### config.mk
export PLATFORM = sky130hd
export DESIGN_NAME = router_nport_flat
export DESIGN_NICKNAME = d
export VERILOG_FILES = /design/src/rtl/router_nport_if.sv /design/src/rtl/router_nport.sv /design/src/flat_wrapper.sv
export SDC_FILE = /design/constraint.sdc
export NUM_CORES = 1
export LEC_CHECK = 0
export BUFFER_PORTS_ARGS = -buffer_cell sky130_fd_sc_hd__buf_2
export CAP_MARGIN = 0
export CORE_ASPECT_RATIO = 1.75
export CORE_MARGIN = 3
export CORE_UTILIZATION = 41
export CTS_BUF_LIST = sky130_fd_sc_hd__clkbuf_16
export DETAILED_ROUTE_END_ITERATION = 6
export PLACE_DENSITY = 0.57
export SLEW_MARGIN = 20
export SYNTH_ARGS = -nofsm -noshare
export SYNTH_HDL_FRONTEND = slang
export SYNTH_SLANG_ARGS = --single-unit
### constraint.sdc
create_clock -name clock -period 3.72 [get_ports clock]
set_input_delay 0.93 -clock clock [delete_from_list [all_inputs] [get_ports clock]]
set_output_delay 0.93 -clock clock [all_outputs]
set_load 0.01 [all_outputs]
### src/rtl/router_nport_if.sv
// Stream/port bundle for router_nport: one input packet stream, NUM_PORTS
// read ports, and the busy/err/drop status returned to the sender.
interface router_nport_if #(
  parameter int NUM_PORTS  = 3,
  parameter int DATA_WIDTH = 8
);
  logic [DATA_WIDTH-1:0]           data_in;
  logic                            pkt_valid;
  logic [NUM_PORTS-1:0]            read_enb;
  logic [NUM_PORTS*DATA_WIDTH-1:0] data_out;
  logic [NUM_PORTS-1:0]            vld_out;
  logic                            busy;
  logic                            err;
  logic                            drop;

  modport master (
    output data_in, pkt_valid, read_enb,
    input  data_out, vld_out, busy, err, drop
  );

  modport slave (
    input  data_in, pkt_valid, read_enb,
    output data_out, vld_out, busy, err, drop
  );
endinterface

### src/rtl/router_nport.sv
// router_nport: single input stream routed to NUM_PORTS output FIFOs.
// Header word = {len, addr}; words after the header are payload until the
// cycle with pkt_valid low, which carries the parity word (XOR of header and
// payload). Out-of-range addresses are dropped; parity and length are checked.
// Unread ports are flushed after SOFT_RST_CYCLES stalled cycles.
//
// state      | meaning
// -----------+---------------------------------------------------------------
// DECODE     | idle, waiting for a header word
// WAIT_EMPTY | header latched, target FIFO still holds an older packet
// LOAD_FIRST | write latched header into target FIFO
// LOAD_DATA  | stream payload / parity words into target FIFO
// FULL       | target full, one word parked in the skid register
// LAF        | write the parked skid word once space is back
// CHECK      | compare received parity and payload count against header
// DROP       | discard the remainder of the packet
module router_nport #(
  parameter int NUM_PORTS       = 3,
  parameter int DATA_WIDTH      = 8,
  parameter int FIFO_DEPTH      = 16,
  parameter int SOFT_RST_CYCLES = 30
) (
  input logic           clock,
  input logic           reset,
  router_nport_if.slave bus
);
  localparam int ADDR_W = (NUM_PORTS > 2) ? $clog2(NUM_PORTS) : 1;
  localparam int LEN_W  = DATA_WIDTH - ADDR_W;
  localparam int PTR_W  = $clog2(FIFO_DEPTH);
  localparam int SR_W   = $clog2(SOFT_RST_CYCLES + 1);
  localparam logic [SR_W-1:0] SR_LAST = SR_W'(SOFT_RST_CYCLES - 1);

  typedef enum logic [2:0] {
    DECODE, WAIT_EMPTY, LOAD_FIRST, LOAD_DATA, FULL, LAF, CHECK, DROP
  } state_t;

  state_t state, state_nx;

  logic [DATA_WIDTH-1:0] hdr_q, parity_q, rx_parity_q, skid_q;
  logic                  skid_pv_q;
  logic [ADDR_W-1:0]     target_q;
  logic [LEN_W:0]        count_q;

  logic [NUM_PORTS-1:0]  empty, full, flush, wr_sel;

  logic                  wr_en, wr_payload, wr_parity;
  logic                  hdr_load, par_init, skid_load;
  logic [DATA_WIDTH-1:0] wr_data;
  logic                  busy, err, drop;

  logic                  tgt_empty, tgt_full, tgt_flush, in_empty, in_range;
  logic [ADDR_W-1:0]     in_addr;
  logic [LEN_W-1:0]      len;

  assign in_addr  = bus.data_in[ADDR_W-1:0];
  assign in_range = {1'b0, in_addr} < (ADDR_W+1)'(NUM_PORTS);
  assign len      = hdr_q[DATA_WIDTH-1:ADDR_W];

  assign bus.busy = busy;
  assign bus.err  = err;
  assign bus.drop = drop;

  // Port status as seen from the latched target and from the incoming header.
  always_comb begin
    tgt_empty = 1'b1;
    tgt_full  = 1'b0;
    tgt_flush = 1'b0;
    in_empty  = 1'b1;
    for (int i = 0; i < NUM_PORTS; i++) begin
      if (target_q == ADDR_W'(i)) begin
        tgt_empty = empty[i];
        tgt_full  = full[i];
        tgt_flush = flush[i];
      end
      if (in_addr == ADDR_W'(i)) begin
        in_empty = empty[i];
      end
    end
  end

  // FSM state register.
  always_ff @(posedge clock) begin
    if (reset) begin
      state <= DECODE;
    end else begin
      state <= state_nx;
    end
  end

  // FSM next state and per-cycle controls.
  always_comb begin
    state_nx   = state;
    wr_en      = 1'b0;
    wr_data    = bus.data_in;
    wr_payload = 1'b0;
    wr_parity  = 1'b0;
    hdr_load   = 1'b0;
    par_init   = 1'b0;
    skid_load  = 1'b0;
    busy       = 1'b0;
    err        = 1'b0;
    drop       = 1'b0;
    case (state)
      DECODE: begin
        if (bus.pkt_valid) begin
          hdr_load = 1'b1;
          if (!in_range) begin
            state_nx = DROP;
          end else if (in_empty) begin
            state_nx = LOAD_FIRST;
          end else begin
            state_nx = WAIT_EMPTY;
          end
        end
      end
      WAIT_EMPTY: begin
        // A flush of the target simply empties it; the waiting packet has
        // written nothing yet, so it can go ahead.
        busy = 1'b1;
        if (tgt_empty) begin
          state_nx = LOAD_FIRST;
        end
      end
      LOAD_FIRST: begin
        busy = 1'b1;
        if (tgt_flush) begin
          state_nx = DROP;
        end else begin
          wr_en    = 1'b1;
          wr_data  = hdr_q;
          par_init = 1'b1;
          state_nx = LOAD_DATA;
        end
      end
      LOAD_DATA: begin
        if (tgt_flush) begin
          // The word on data_in is consumed this cycle; if it was the
          // parity word the packet is already over.
          if (bus.pkt_valid) begin
            state_nx = DROP;
          end else begin
            drop     = 1'b1;
            state_nx = DECODE;
          end
        end else if (!tgt_full) begin
          wr_en = 1'b1;
          if (bus.pkt_valid) begin
            wr_payload = 1'b1;
          end else begin
            wr_parity = 1'b1;
            state_nx  = CHECK;
          end
        end else begin
          skid_load = 1'b1;
          state_nx  = FULL;
        end
      end
      FULL: begin
        busy = 1'b1;
        if (tgt_flush) begin
          if (skid_pv_q) begin
            state_nx = DROP;
          end else begin
            drop     = 1'b1;
            state_nx = DECODE;
          end
        end else if (!tgt_full) begin
          state_nx = LAF;
        end
      end
      LAF: begin
        busy = 1'b1;
        if (tgt_flush) begin
          if (skid_pv_q) begin
            state_nx = DROP;
          end else begin
            drop     = 1'b1;
            state_nx = DECODE;
          end
        end else begin
          wr_en   = 1'b1;
          wr_data = skid_q;
          if (skid_pv_q) begin
            wr_payload = 1'b1;
            state_nx   = LOAD_DATA;
          end else begin
            wr_parity = 1'b1;
            state_nx  = CHECK;
          end
        end
      end
      CHECK: begin
        busy     = 1'b1;
        err      = (rx_parity_q != parity_q) || (count_q != {1'b0, len});
        state_nx = DECODE;
      end
      DROP: begin
        if (!bus.pkt_valid) begin
          drop     = 1'b1;
          state_nx = DECODE;
        end
      end
      default: begin
        state_nx = DECODE;
      end
    endcase
  end

  // Header latch, running parity, payload count and skid register.
  always_ff @(posedge clock) begin
    if (reset) begin
      hdr_q       <= '0;
      target_q    <= '0;
      parity_q    <= '0;
      rx_parity_q <= '0;
      count_q     <= '0;
      skid_q      <= '0;
      skid_pv_q   <= 1'b0;
    end else begin
      if (hdr_load) begin
        hdr_q    <= bus.data_in;
        target_q <= in_addr;
      end
      if (par_init) begin
        parity_q <= hdr_q;
        count_q  <= '0;
      end
      if (wr_payload) begin
        parity_q <= parity_q ^ wr_data;
        // Saturate so an oversized packet cannot wrap back to a matching length.
        if (!(&count_q)) begin
          count_q <= count_q + (LEN_W+1)'(1);
        end
      end
      if (wr_parity) begin
        rx_parity_q <= wr_data;
      end
      if (skid_load) begin
        skid_q    <= bus.data_in;
        skid_pv_q <= bus.pkt_valid;
      end
    end
  end

  for (genvar g = 0; g < NUM_PORTS; g++) begin : g_port
    logic [DATA_WIDTH-1:0] mem [FIFO_DEPTH];
    logic [PTR_W:0]        wr_ptr, rd_ptr;
    logic [DATA_WIDTH-1:0] dout;
    logic [SR_W-1:0]       sr_cnt;
    logic                  rd_go;

    assign empty[g]  = (wr_ptr == rd_ptr);
    assign full[g]   = (wr_ptr[PTR_W] != rd_ptr[PTR_W]) &&
                       (wr_ptr[PTR_W-1:0] == rd_ptr[PTR_W-1:0]);
    assign rd_go     = bus.read_enb[g] && !empty[g];
    assign flush[g]  = !empty[g] && !bus.read_enb[g] && (sr_cnt == SR_LAST);
    assign wr_sel[g] = wr_en && (target_q == ADDR_W'(g)) && !flush[g];

    assign bus.data_out[g*DATA_WIDTH +: DATA_WIDTH] = dout;
    assign bus.vld_out[g] = !empty[g];

    // FIFO storage; no reset needed, pointers define what is valid.
    always_ff @(posedge clock) begin
      if (wr_sel[g]) begin
        mem[wr_ptr[PTR_W-1:0]] <= wr_data;
      end
    end

    // Pointers, registered read port and stalled-reader timer.
    always_ff @(posedge clock) begin
      if (reset) begin
        wr_ptr <= '0;
        rd_ptr <= '0;
        dout   <= '0;
        sr_cnt <= '0;
      end else if (flush[g]) begin
        wr_ptr <= '0;
        rd_ptr <= '0;
        sr_cnt <= '0;
      end else begin
        if (wr_sel[g]) begin
          wr_ptr <= wr_ptr + (PTR_W+1)'(1);
        end
        if (rd_go) begin
          dout   <= mem[rd_ptr[PTR_W-1:0]];
          rd_ptr <= rd_ptr + (PTR_W+1)'(1);
        end
        if (empty[g] || bus.read_enb[g]) begin
          sr_cnt <= '0;
        end else begin
          sr_cnt <= sr_cnt + SR_W'(1);
        end
      end
    end
  end
endmodule

### src/flat_wrapper.sv
// flat-port wrapper written by rule: the top's interface ports become plain ports
module router_nport_flat 
#(
  parameter int NUM_PORTS       = 3,
  parameter int DATA_WIDTH      = 8,
  parameter int FIFO_DEPTH      = 16,
  parameter int SOFT_RST_CYCLES = 30
)
  (clock, reset, bus_data_in, bus_pkt_valid, bus_read_enb, bus_data_out, bus_vld_out, bus_busy, bus_err, bus_drop);
  router_nport_if #(.NUM_PORTS(NUM_PORTS), .DATA_WIDTH(DATA_WIDTH)) bus_i ();
  input logic clock;
  input logic reset;
  input wire logic [$bits(bus_i.data_in)-1:0] bus_data_in;
  input wire logic [$bits(bus_i.pkt_valid)-1:0] bus_pkt_valid;
  input wire logic [$bits(bus_i.read_enb)-1:0] bus_read_enb;
  output wire logic [$bits(bus_i.data_out)-1:0] bus_data_out;
  output wire logic [$bits(bus_i.vld_out)-1:0] bus_vld_out;
  output wire logic [$bits(bus_i.busy)-1:0] bus_busy;
  output wire logic [$bits(bus_i.err)-1:0] bus_err;
  output wire logic [$bits(bus_i.drop)-1:0] bus_drop;
  assign bus_i.data_in = bus_data_in;
  assign bus_i.pkt_valid = bus_pkt_valid;
  assign bus_i.read_enb = bus_read_enb;
  assign bus_data_out = bus_i.data_out;
  assign bus_vld_out = bus_i.vld_out;
  assign bus_busy = bus_i.busy;
  assign bus_err = bus_i.err;
  assign bus_drop = bus_i.drop;
  router_nport #(.NUM_PORTS(NUM_PORTS), .DATA_WIDTH(DATA_WIDTH), .FIFO_DEPTH(FIFO_DEPTH), .SOFT_RST_CYCLES(SOFT_RST_CYCLES)) u_core (.clock(clock), .reset(reset), .bus(bus_i));
endmodule
# [Yosys cells after proc, flatten, opt, wreduce, memory -nomap -nowiden]
# Memories as Yosys holds them, arrays and structs flattened. A register that Yosys moved wholly into a read port is not among the register bits.
# Index checks and enable logic that the tools add are counted.
[word_totals] reg_bits=90 ramBits=384 in_bits=14 out_inout_bits=30 word_cells=182 mem_count=3
[memory_table] name="u_core.g_port[0].mem" words=16 word_bits=8 read_ports=1 rd_clocked_by_memory_dff=1 write_ports=1 line_no="router_nport.sv:246" rtl="logic [DATA_WIDTH-1:0] mem [FIFO_DEPTH];"
[memory_table] name="u_core.g_port[1].mem" words=16 word_bits=8 read_ports=1 rd_clocked_by_memory_dff=1 write_ports=1 line_no="router_nport.sv:246"
[memory_table] name="u_core.g_port[2].mem" words=16 word_bits=8 read_ports=1 rd_clocked_by_memory_dff=1 write_ports=1 line_no="router_nport.sv:246"
[op_classes] addsub=10 order_cmp=1 eq_ne=30 mux=68 n_bitwise=4 reduce_logical=49
[op_table] operator="$add A5 B1 Y5 const B" count=9
[op_table] operator="$mux W3" count=14
[op_table] operator="$mux W1" count=40
[op_table] operator="$mux W8" count=4
[op_table] operator="$pmux W3 S8" count=1
[op_table] operator="$mux W7" count=3
[op_table] operator="$logic_and A1 B1 Y1" count=18
[op_table] operator="$pmux W8 S2" count=1
[op_table] operator="$eq A5 B5 Y1" count=3
[op_table] operator="$eq A5 B5 Y1 const B" count=3
[op_table] operator="$eq A3 B3 Y1 const B" count=4
[op_table] operator="$eq A4 B4 Y1" count=3
[op_table] operator="$reduce_or A2 Y1" count=5
[op_table] operator="$logic_not A1 Y1" count=9
[op_table] operator="$reduce_or A3 Y1" count=3
[op_table] operator="$ne A8 B8 Y1" count=1
[op_table] operator="$xor A8 B8 Y8" count=1
[op_table] operator="$add A7 B1 Y7 const B" count=1
[op_table] operator="$ne A7 B6 Y1" count=1
[op_table] operator="$reduce_and A7 Y1" count=1
[op_table] operator="$eq A3 B2 Y1 const B" count=2
[op_table] operator="$pmux W1 S2" count=3
[op_table] operator="$reduce_and A2 Y1" count=3
[op_table] operator="$reduce_and A5 Y1" count=1
[op_table] operator="17 further kinds" count=28

# [Depth between registers and ports, before layout]
[logic_depth] ltp_word=13 mapped_depth=14 ltp_nobuf=13

# [Worst setup path before layout]
# Ideal clock, no wire load.
[synth_path] path_type="input to register" start="in bus_read_enb[2]" end="reg u_core.parity_q[1]" setup_time_ns=0.123 arrival_time_ns=3.544 required_ns=3.597 setup_slack_ns=0.053 cell_stages=5 path_buffers=0 path_cell_list="a2111o_1 nand4_1 a2bb2oi_1 o21ba_2 o21ai_1"
[synth_via] elab_chain_len=8 elab_cells_between_ends=15 cone_classes="10 x mux; 1 x bitwise; 4 x reduce/logical"
[synth_lines] item="start: declaration" line_no="flat_wrapper.sv:15" rtl="input wire logic [$bits(bus_i.read_enb)-1:0] bus_read_enb;"
[synth_lines] item="$logic_not A1 Y1 *" line_no="router_nport.sv:256" rtl="assign flush[g] = !empty[g] && !bus.read_enb[g] && (sr_cnt == SR_LAST);"
[synth_lines] item="$logic_and A1 B1 Y1 * (2 in a row)" line_no="router_nport.sv:256"
[synth_lines] item="$mux W1 *" line_no="router_nport.sv:70" rtl="if (target_q == ADDR_W'(i)) begin"
[synth_lines] item="$mux W8 (on tied branches)" line_no="router_nport.sv:173, router_nport.sv:126"
[synth_lines] item="$pmux W8 S2 *" line_no="router_nport.sv:103" rtl="case (state)"
[synth_lines] item="net u_core.wr_data[1]" line_no="router_nport.sv:48" rtl="logic [DATA_WIDTH-1:0] wr_data;"
[synth_lines] item="$xor A8 B8 Y8 *" line_no="router_nport.sv:229" rtl="parity_q <= parity_q ^ wr_data;"
[synth_lines] item="$mux W8 *" line_no="router_nport.sv:228" rtl="if (wr_payload) begin"
[synth_lines] item="end signal: assignment" line_no="router_nport.sv:225" rtl="parity_q <= hdr_q;"
[synth_lines] item="end signal: assignment" line_no="router_nport.sv:229"
[synth_lines] item="end: declaration" line_no="router_nport.sv:39" rtl="logic [DATA_WIDTH-1:0] hdr_q, parity_q, rx_parity_q, skid_q;"
# Mark *: on every way through the listed nets, which the timed path passes. The rest lies on a longest branch.
# A chain may end at the register's enable or synchronous reset.

# [Worst setup path in the final report]
[layout_path] start="reg u_core.g_port[2].wr_ptr[1]" end="out bus_drop"
[layout_via] elab_chain_len=7 elab_cells_between_ends=8 cone_classes="1 x eq/ne; 4 x mux; 3 x reduce/logical"
[layout_lines] item="start: declaration" line_no="router_nport.sv:247" rtl="logic [PTR_W:0] wr_ptr, rd_ptr;"
[layout_lines] item="start signal: assignment" line_no="router_nport.sv:282" rtl="wr_ptr <= wr_ptr + (PTR_W+1)'(1);"
[layout_lines] item="$eq A5 B5 Y1 *" line_no="router_nport.sv:252" rtl="assign empty[g] = (wr_ptr == rd_ptr);"
[layout_lines] item="$logic_not A1 Y1 *" line_no="router_nport.sv:256"
[layout_lines] item="$logic_and A1 B1 Y1 * (2 in a row)" line_no="router_nport.sv:256"
[layout_lines] item="$mux W1 *" line_no="router_nport.sv:70"
[layout_lines] item="$mux W1 (on tied branches)" line_no="router_nport.sv:173, router_nport.sv:136"
[layout_lines] item="$pmux W1 S3 *" line_no="router_nport.sv:103"
[layout_lines] item="end: declaration" line_no="flat_wrapper.sv:20" rtl="output wire logic [$bits(bus_i.drop)-1:0] bus_drop;"
# Every way passes the cells marked *; elsewhere a longest branch is shown, timed or not.

==> metrics.json <==
{
  "fillerInstances": {"value": 4237},
  "finalCriticalPeriod": {"value": 3.58, "unit": "ns"},
  "reg2regPathDepth": {"value": 10},
  "maxcap_viol_count": {"value": 0},
  "worstReg2RegEnd": {"value": "u_core.count_q[5]"},
  "predominant_post_synthesis_flop_cell": {"value": "sky130_fd_sc_hd__edfxtp_1"},
  "slew_headroom": {"value": 38.7, "unit": "%"},
  "ys_types": {"value": 64},
  "grt-ovfl-total": {"value": 0},
  "antenna-diode-count": {"value": 0},
  "num_vias": {"value": 11000},
  "finalSetupTns": {"value": 0, "unit": "ns"},
  "routed_via_density": {"value": 5.44},
  "clock_root_buffer_master": {"value": "sky130_fd_sc_hd__clkbuf_16"},
  "fp-row-count": {"value": 107},
  "layout.cells.most_common_list": {"value": "sky130_fd_sc_hd__edfxtp_1, sky130_fd_sc_hd__mux4_2, sky130_fd_sc_hd__dfxtp_1"},
  "clock_skew": {"value": 0.0220, "unit": "ns"},
  "wirelength": {"value": 46600, "unit": "um"},
  "drc_errors": {"value": 0},
  "floorplan.die_area": {"value": 52900, "unit": "um2"},
  "first_pass_grt_wire_length": {"value": 72000, "unit": "um"},
  "finalNonFillerCells": {"value": 2030},
  "rrSetupSlack": {"value": 0.61, "unit": "ns"},
  "clock_latency": {"value": 0.57, "unit": "ns"},
  "finish.utilization": {"value": 47.1, "unit": "%"},
  "gr_util_all_layers": {"value": 17.8, "unit": "%"},
  "power.density_cell_area": {"value": 596, "unit": "nW/um2"},
  "synth_seq_cells": {"value": 496},
  "post_synth_instance_area": {"value": 20500, "unit": "um2"},
  "clock_transition_at_the_registers_of_the_reported_paths": {"value": 0.07, "unit": "ns"},
  "grt_pass1_vias": {"value": 11500},
  "cp.required": {"value": 2.79, "unit": "ns"},
  "clockBufferDepth": {"value": 3},
  "timing.setup.critical_path_class": {"value": "reg -> out"},
  "io_pins": {"value": 44},
  "cts.sinks": {"value": 496},
  "timing_worst_slew_pin_value": {"value": 0.920, "unit": "ns"},
  "die_y": {"value": 302, "unit": "um"},
  "crit_path_start_kind": {"value": "flip-flop"},
  "ys_seq_area_share": {"value": 67.0, "unit": "%"},
  "wl_per_cell": {"value": 23.0, "unit": "um"},
  "cts.htree.levels": {"value": 2},
  "setup_viol": {"value": 0},
  "share_of_layout_cells_above_drive_strength_1": {"value": 23.1, "unit": "%"},
  "number_of_placed_instances_with_taps_included": {"value": 1945},
  "tritoncts": {"value": "built"},
  "min-delay-start": {"value": "u_core.g_port[1].dout[6]"},
  "crit-reg2reg-launch": {"value": "u_core.g_port[1].wr_ptr[2]"},
  "final_nets": {"value": 1384},
  "synth-edff-count": {"value": 384},
  "placeableCoreArea": {"value": 49100, "unit": "um2"},
  "hold_class": {"value": "reg -> reg"},
  "area_delta_synth_final": {"value": 12.6, "unit": "%"},
  "cts_inserted_buffers": {"value": 45},
  "power_leakage": {"value": 7.68, "unit": "nW"},
  "rsz0062_at_grt": {"value": "false"},
  "crit_path_end_kind": {"value": "primary output"},
  "synth_async_sr_flop_share": {"value": 0, "unit": "%"},
  "irDropWorstVdd": {"value": 325, "unit": "uV"},
  "syn-num-nets": {"value": 1313},
  "finalCritPeriodShare": {"value": 96.4, "unit": "%"},
  "first_pass_iters": {"value": 5},
  "hold-path-endpoint": {"value": "u_core.g_port[1].dout[6]"},
  "timing.final.max_slew_violations": {"value": 0},
  "highest_fanout_seen_on_the_critical_path": {"value": 8},
  "netlist_instances": {"value": 1269},
  "place.detailed.hpwl": {"value": 31300, "unit": "um"},
  "yosysWarningCount": {"value": 0},
  "fmax": {"value": 0.279, "unit": "GHz"},
  "start_util": {"value": 41.8, "unit": "%"},
  "initial_antenna_violation_count": {"value": 0},
  "drt_first_iter_violations": {"value": 768},
  "drtAntennaViolNets": {"value": 0},
  "chipWidth": {"value": 175, "unit": "um"},
  "finalWeightedCongestion": {"value": 0.882},
  "hold_slack": {"value": 0.454, "unit": "ns"},
  "worst_hold_path.num_cells": {"value": 2},
  "postSynthAreaPerCell": {"value": 16.2, "unit": "um2"},
  "layout_commonest_cell": {"value": "sky130_fd_sc_hd__edfxtp_1"},
  "grt_start_max_net_pins": {"value": 52},
  "critPathArrivalTime": {"value": 2.65, "unit": "ns"},
  "timing.final.hold_violations": {"value": 0},
  "io_buffer_count": {"value": 43},
  "outcome": {"value": "finished, final reports clean"}
}
-- Yosys cell counts, types with 8 or more instances --
library cell / instances / area share (%)
sky130_fd_sc_hd__mux4_2: 120 / 13
sky130_fd_sc_hd__and3_1: 40 / 1.2
sky130_fd_sc_hd__buf_2: 8 / 0.19
sky130_fd_sc_hd__xnor2_1: 34 / 1.4
sky130_fd_sc_hd__a211oi_1: 10 / 0.37
sky130_fd_sc_hd__nor4_1: 8 / 0.24
sky130_fd_sc_hd__nor3_1: 22 / 0.54
sky130_fd_sc_hd__ha_1: 30 / 1.8
sky130_fd_sc_hd__nand3_1: 15 / 0.37
sky130_fd_sc_hd__and2_1: 12 / 0.37
sky130_fd_sc_hd__nand4_1: 20 / 0.61
sky130_fd_sc_hd__clkbuf_1: 40 / 0.73
sky130_fd_sc_hd__buf_1: 14 / 0.26
sky130_fd_sc_hd__nor2b_1: 13 / 0.40
sky130_fd_sc_hd__inv_1: 28 / 0.51
sky130_fd_sc_hd__dfxtp_1: 112 / 11
sky130_fd_sc_hd__mux2i_1: 28 / 1.4
sky130_fd_sc_hd__a22o_1: 8 / 0.34
sky130_fd_sc_hd__edfxtp_1: 384 / 56
sky130_fd_sc_hd__xor2_1: 29 / 1.2
sky130_fd_sc_hd__nor2_1: 78 / 1.4
sky130_fd_sc_hd__a21oi_1: 37 / 0.90
sky130_fd_sc_hd__nand2_1: 76 / 1.4
-- critical path: stages (launching register included) --
cell	delay (ns)
sky130_fd_sc_hd__dfxtp_1	0.44
sky130_fd_sc_hd__xnor2_1	0.12
sky130_fd_sc_hd__and4_4	0.17
sky130_fd_sc_hd__a2111o_1	0.48
sky130_fd_sc_hd__and3_4	0.24
sky130_fd_sc_hd__nor3_1	0.18
sky130_fd_sc_hd__a21oi_1	0.07
sky130_fd_sc_hd__o32ai_2	0.19
sky130_fd_sc_hd__buf_2	0.20
-- flip-flops by register name, indices dropped and copies added, names as in the netlist --
register / cells
u_core.count_q: 7
u_core.g_port.dout: 24
u_core.g_port.mem: 384
u_core.g_port.rd_ptr: 15
u_core.g_port.sr_cnt: 15
u_core.g_port.wr_ptr: 15
u_core.hdr_q: 7
u_core.parity_q: 8
u_core.rx_parity_q: 8
u_core.skid_pv_q: 1
u_core.skid_q: 8
u_core.state: 3
u_core.target_q: 1
-- area by class of cell --
type                       count  area (um2)  share of cell area [%]
tap                          654         818                    3.54
multi-input combinational    673        6400                    27.7
clock inverter                37         262                    1.13
sequential                   496       13800                    59.6
inverter                      32         120                   0.519
clock buffer                  46        1150                    4.98
timing repair buffer          92         596                    2.58
-- worst max path at each step --
| stage | startpoint | endpoint | slack, ns | depth (start not counted) |
|---|---|---|---|---|
| 4_1_cts | u_core.g_port[2].sr_cnt[0] | bus_drop | 0.003 | 8 |
| 5_1_grt | u_core.g_port[2].wr_ptr[2] | bus_drop | 0.02 | 8 |
| 6_report | u_core.g_port[2].wr_ptr[1] | bus_drop | 0.14 | 8 |
| 3_5_place_dp | bus_read_enb[2] | bus_drop | 0.38 | 7 |
| 2_1_floorplan | bus_read_enb[2] | u_core.parity_q[1] | 0.05 | 5 |
| 3_3_place_gp | bus_read_enb[1] | bus_drop | 0.29 | 8 |
-- metal layers --
layer / track usage (%) / up-vias / routed length, um
met4: 5.44 / 0 / 1320
li1: - / 5072 / -
met3: 1.98 / 72 / 1220
met1: 20.5 / 5718 / 17500
met5: 0 / - / 0
met2: 34.5 / 176 / 26500
-- stage by stage --
stage	instance area (um2)	worst slack [ns]	power (mW)
2_1_floorplan	20500	0.0525	8.52
3_3_place_gp	21700	0.291	9.45
3_5_place_dp	21700	0.382	9.51
4_1_cts	23100	0.00296	14.0
5_1_grt	23100	0.0189	14.4
6_report	23100	0.135	13.8
-- kinds of logic after synthesis --
group	count (synthesis)	share of synthesized area, %
xor+xnor	63	2.69
mux	148	14.5
compound gates	124	4.46
flops	496	67.0
simple gates	308	7.43
fa+ha+maj	30	1.83
buf+inv	100	2.03
-- repair_timing --
item	4_1_cts	5_1_grt
resized for setup	4	0
setup buffers	0	2
endpoints found under the setup margin	1	1
hold buffers	0	0
pin swaps	0	1
cloned	0	0
-- power by group --
part / leakage, nW / internal [mW] / switching [mW]
registers: 4.38 / 6.55 / 0.135
logic: 2.57 / 0.992 / 1.65
clock network: 0.721 / 2.41 / 2.04
Power figures use the tool's default switching activity.
